## src/rtl/main_fsm_pkg.sv

```systemverilog
// Shared encodings for the multicycle controller: state type, opcodes, mux selects, ALUOp.
// Also reused by the ALU decoder so both blocks agree on the ALUOp meaning.
package main_fsm_pkg;

    typedef enum logic [3:0] {
        S_FETCH    = 4'd0,
        S_DECODE   = 4'd1,
        S_MEMADR   = 4'd2,
        S_MEMREAD  = 4'd3,
        S_MEMWB    = 4'd4,
        S_MEMWRITE = 4'd5,
        S_EXECUTER = 4'd6,
        S_ALUWB    = 4'd7,
        S_EXECUTEI = 4'd8,
        S_JAL      = 4'd9,
        S_BEQ      = 4'd10,
        S_ERROR    = 4'd15
    } state_t;

    localparam logic [6:0] OP_LW    = 7'b0000011;
    localparam logic [6:0] OP_SW    = 7'b0100011;
    localparam logic [6:0] OP_RTYPE = 7'b0110011;
    localparam logic [6:0] OP_ITYPE = 7'b0010011;
    localparam logic [6:0] OP_JAL   = 7'b1101111;
    localparam logic [6:0] OP_BEQ   = 7'b1100011;

    localparam logic [1:0] RES_ALUOUT    = 2'b00;
    localparam logic [1:0] RES_DATA      = 2'b01;
    localparam logic [1:0] RES_ALURESULT = 2'b10;

    localparam logic [1:0] SRCA_PC    = 2'b00;
    localparam logic [1:0] SRCA_OLDPC = 2'b01;
    localparam logic [1:0] SRCA_RD1   = 2'b10;

    localparam logic [1:0] SRCB_RD2  = 2'b00;
    localparam logic [1:0] SRCB_IMM  = 2'b01;
    localparam logic [1:0] SRCB_FOUR = 2'b10;

    localparam logic [1:0] ALUOP_ADD   = 2'b00;
    localparam logic [1:0] ALUOP_SUB   = 2'b01;
    localparam logic [1:0] ALUOP_FUNCT = 2'b10;

    // Where DECODE goes for a given opcode; unknown opcodes halt or fall back to FETCH.
    function automatic state_t decode_target(input logic [6:0] op, input bit halt);
        case (op)
            OP_LW, OP_SW: return S_MEMADR;
            OP_RTYPE:     return S_EXECUTER;
            OP_ITYPE:     return S_EXECUTEI;
            OP_JAL:       return S_JAL;
            OP_BEQ:       return S_BEQ;
            default:      return halt ? S_ERROR : S_FETCH;
        endcase
    endfunction

endpackage

```

## src/rtl/main_fsm.sv

```systemverilog
// Multicycle RISC-V main controller: state register plus Moore output decode.
// Optional feature: define MAIN_FSM_MEM_WAIT_EN to add MemReady wait states on memory cycles.
module main_fsm
    import main_fsm_pkg::*;
#(
    parameter bit ILLEGAL_HALT = 1'b1
) (
    input  logic       CLK,
    input  logic       RESET,
    input  logic [6:0] OP,
    input  logic       Zero,
`ifdef MAIN_FSM_MEM_WAIT_EN
    input  logic       MemReady,
`endif
    output logic       PCWrite,
    output logic       AdrSrc,
    output logic       MemWrite,
    output logic       IRWrite,
    output logic       RegWrite,
    output logic [1:0] ResultSrc,
    output logic [1:0] ALUSrcA,
    output logic [1:0] ALUSrcB,
    output logic [1:0] ALUOp,
    output logic       Illegal,
    output logic [3:0] State
);

    state_t state;
    logic   mem_ready;

`ifdef MAIN_FSM_MEM_WAIT_EN
    assign mem_ready = MemReady;
`else
    assign mem_ready = 1'b1;
`endif

    // OP is still held in the instruction register during MEMADR, so lw/sw are split there.
    always_ff @(posedge CLK or negedge RESET) begin
        if (!RESET) begin
            state <= S_FETCH;
        end else begin
            case (state)
                S_FETCH:    if (mem_ready) state <= S_DECODE;
                S_DECODE:   state <= decode_target(OP, ILLEGAL_HALT);
                S_MEMADR:   state <= (OP == OP_SW) ? S_MEMWRITE : S_MEMREAD;
                S_MEMREAD:  if (mem_ready) state <= S_MEMWB;
                S_MEMWRITE: if (mem_ready) state <= S_FETCH;
                S_EXECUTER, S_EXECUTEI, S_JAL: state <= S_ALUWB;
                S_MEMWB, S_ALUWB, S_BEQ:       state <= S_FETCH;
                S_ERROR:    state <= S_ERROR;
                default:    state <= S_FETCH;
            endcase
        end
    end

    always_comb begin
        PCWrite   = 1'b0;
        AdrSrc    = 1'b0;
        MemWrite  = 1'b0;
        IRWrite   = 1'b0;
        RegWrite  = 1'b0;
        ResultSrc = RES_ALUOUT;
        ALUSrcA   = SRCA_PC;
        ALUSrcB   = SRCB_RD2;
        ALUOp     = ALUOP_ADD;
        Illegal   = 1'b0;
        case (state)
            S_FETCH: begin
                IRWrite   = mem_ready;
                PCWrite   = mem_ready;
                ALUSrcB   = SRCB_FOUR;
                ResultSrc = RES_ALURESULT;
            end
            S_DECODE: begin
                ALUSrcA = SRCA_OLDPC;
                ALUSrcB = SRCB_IMM;
            end
            S_MEMADR: begin
                ALUSrcA = SRCA_RD1;
                ALUSrcB = SRCB_IMM;
            end
            S_MEMREAD:  AdrSrc = 1'b1;
            S_MEMWB: begin
                ResultSrc = RES_DATA;
                RegWrite  = 1'b1;
            end
            S_MEMWRITE: begin
                AdrSrc   = 1'b1;
                MemWrite = 1'b1;
            end
            S_EXECUTER: begin
                ALUSrcA = SRCA_RD1;
                ALUOp   = ALUOP_FUNCT;
            end
            S_EXECUTEI: begin
                ALUSrcA = SRCA_RD1;
                ALUSrcB = SRCB_IMM;
                ALUOp   = ALUOP_FUNCT;
            end
            S_ALUWB:    RegWrite = 1'b1;
            S_JAL: begin
                ALUSrcA = SRCA_OLDPC;
                ALUSrcB = SRCB_FOUR;
                PCWrite = 1'b1;
            end
            S_BEQ: begin
                ALUSrcA = SRCA_RD1;
                ALUOp   = ALUOP_SUB;
                PCWrite = Zero;
            end
            S_ERROR:    Illegal = 1'b1;
            default: ;
        endcase
        // Reset holds every write enable off even though the FETCH selects are shown.
        if (!RESET) begin
            PCWrite  = 1'b0;
            IRWrite  = 1'b0;
            RegWrite = 1'b0;
            MemWrite = 1'b0;
            Illegal  = 1'b0;
        end
    end

    assign State = state;

endmodule

```

## config.mk

```make
export PLATFORM = sky130hd
export DESIGN_NAME = main_fsm
export DESIGN_NICKNAME = d
export VERILOG_FILES = /design/src/rtl/main_fsm_pkg.sv /design/src/rtl/main_fsm.sv
export SDC_FILE = /design/constraint.sdc
export NUM_CORES = 1
export LEC_CHECK = 0
export ABC_CLOCK_PERIOD_IN_PS = 3400
export CAP_MARGIN = 5
export CORE_AREA = 3 3 40 42
export CTS_BUF_LIST = sky130_fd_sc_hd__clkbuf_8
export CTS_CLUSTER_DIAMETER = 150
export DETAILED_ROUTE_END_ITERATION = 12
export DIE_AREA = 0 0 43 45
export GPL_TIMING_DRIVEN = 0
export PLACE_DENSITY = 0.77
export RECOVER_POWER = 50
export SYNTH_ARGS = -nofsm -noshare
export SYNTH_HDL_FRONTEND = slang
export SYNTH_SLANG_ARGS = --single-unit
```

## constraint.sdc

```tcl
create_clock -name CLK -period 3.4 [get_ports CLK]
set_clock_uncertainty 0.15 [all_clocks]
set_input_delay 0.85 -clock CLK [delete_from_list [all_inputs] [get_ports CLK]]
set_output_delay 0.85 -clock CLK [all_outputs]
set_load 0.02 [all_outputs]
```

==> run summary <==
Num CTS Buffers: 3
Dpl cell area: 774 µm²
Worst vdd ir: 0.347 mV
Crit. End Element: output pin
Most area-hungry cell type in the Yosys netlist: dfrtp_1
Cells after Synth: 67
Crit path DAT: 2.08 ns
Reg2reg start: State[1]
CP Max Fanout: 10
Via density: 5.37
Post-route cell area: 802 µm²
Hold WC Path Type: in2async
Post-CTS Setup Inserts: 0
Max Slew Vio Count: 0
Vias: 601
Total grt overflow: 0
Routed wire length: 1300 µm
Max reg flops: 4
Clock Sinks: 4
Root cell of the clock tree: clkbuf_8
Setup TNS: 0 ns
Post-CTS sizing: 0
Synth unique cells: 32
Clock Path Buffers: 2
Internal reg-to-reg setup slack: 1.86 ns
Worst Path Required: 2.40 ns
Fin crit share: 0.905
Post-synthesis cell area: 485 µm²
Total GRT Usage: 0.154
Synth warn: 0
Wirelength per Cell: 11.6 µm
Area delta synth->final: 65.2%
Setup WS post-layout: 0.324 ns
Synth area leaders: dfrtp_1, nand2b_1, nor2_1, a21oi_1, and2_1
Type of the worst setup path: reg2out
Global-route wire length before repair: 2290 µm
CTS Hold Bufs: 0
Post-synthesis average cell area: 7.25 µm²
Die Height: 45 µm
Detailed Routing Iterations Pass 1: 4
Final setup violation count: 0
Post-synth top area share: 0.206
Syn Nets: 77
Worst-skew pair later-pin latency: 0.22 ns
Leak: 0.000329 µW
CTS tree: done
Initial Utilization: 0.378
Commonest non-fill, non-tap cell in the layout: clkdlybuf4s50_1
FMAX: 0.325 GHz
Worst setup SP type: flop
Final Hold Viols: 0
Clock transition at path regs: 0.03 ns
DRC viols: 0
DIE AREA: 1940 µm²
Count of standard-cell rows: 13
Core ar.: 1280 µm²
Largest net degree at the start of global routing: 11
IO Pins: 28
Initial DRC Count: 8
CTS H-Tree Depth: 1
Final #Nets: 109
Max Cap Viol: 0
Initial antenna violation count: 0
Outcome: complete, no violations
#FFs+latches synth: 4
Pwr dens: 935 nW/µm²
R2r endpoint: State[1]
Register area share after synthesis: 0.206
Max transition margin: 0.725
Share of cells above drive strength 1: 0.0412
RSZ-0062 raised after global routing: false
# diodes: 0
Die width: 43 µm
Commonest cells after routing, fill and taps aside: clkdlybuf4s50_1, nor2_1, nand2b_1, dlygate4sd3_1
DRT antenna net count: 0
Worst reg-to-reg path cell count: 4
RePlAce Congestion: 0.805
DP Wirelength: 1070 µm
Vias in the first global route: 539
Pre-CTS WS: 0.0428 ns
Worst slew pin tran: 0.412 ns
Tmin final: 3.08 ns
IO buf count: 27
-- Yosys cell counts --
master	n
xor2_1	1
mux2i_1	1
or4b_4	1
a21boi_1	1
a211oi_1	1
or3_1	1
o21ai_1	2
buf_2	1
nand3_1	1
clkbuf_1	3
dfrtp_1	4
nand2_1	4
a211o_1	1
nor3_1	1
o21ai_0	2
nor2b_1	3
nor2_1	10
and4bb_4	1
nor3b_1	1
and2_1	3
o311ai_1	1
o32a_1	1
nor4b_1	1
o211ai_1	1
nand3b_1	1
nor4_1	1
and3_1	3
xnor2_1	1
nand2b_1	8
a21oi_1	4
and3b_1	1
o31ai_1	1
-- per-stage QoR --
stage	total power [µW]	hold WS, ns	util	std cells
floorplan	433	0.404	-	67
global placement	654	0.579	0.603	109
detailed placement	660	0.591	0.603	109
CTS	764	0.603	0.635	112
global route	810	0.388	0.624	112
finish	750	0.353	0.624	112
-- kinds of logic (layout without fill, tap and decap cells) --
kind of cell    Yosys count  after routing  share of synthesized area
xor+xnor                  2              2                     0.0361
compound gates           15             15                      0.201
simple gates             41             41                      0.503
flops                     4              4                      0.206
buf+inv                   4             34                     0.0335
mux                       1              1                     0.0206
-- critical path, cell delays in order, from the launching register on --
cell and delay (ns):
dfrtp_1 0.43, clkbuf_1 0.25, nor4_1 0.39, and2_1 0.19, clkdlybuf4s50_1 0.61
-- power by group --
group          total, µW  internal [µW]  switching (µW)
Combinational        545            252             293
Clock                102           75.7            26.6
Sequential           103           70.9            31.7
Total                750            398             351
-- metal layers --
metal / vias up / track usage / part of all wire
li1: 306 / - / -
met1: 262 / 0.172 / 0.42
met2: 30 / 0.287 / 0.48
met3: 3 / 0.0319 / 0.084
met4: 0 / 0.0542 / 0.0092
met5: - / 0 / 0
-- how the worst max path moves through the flow --
| stage | startpoint | slack (ns) | to |
|---|---|---|---|
| 6_report | State[2] | 0.32 | IRWrite |
| 5_1_grt | State[2] | 0.19 | IRWrite |
| 4_1_cts | RESET | 0.03 | RegWrite |
| 3_5_place_dp | RESET | 0.04 | RegWrite |
| 3_3_place_gp | RESET | 0.06 | MemWrite |
| 2_1_floorplan | State[2] | 0.57 | IRWrite |
-- area by class of cell --
class / count / area, µm²
sequential: 4 / 100
multi-input combinational: 59 / 362
buffer: 4 / 16.3
clock buffer: 3 / 41.3
tap: 15 / 18.8
fill: 130 / 483
timing repair buffer: 27 / 264
Power figures use the tool's default switching activity.
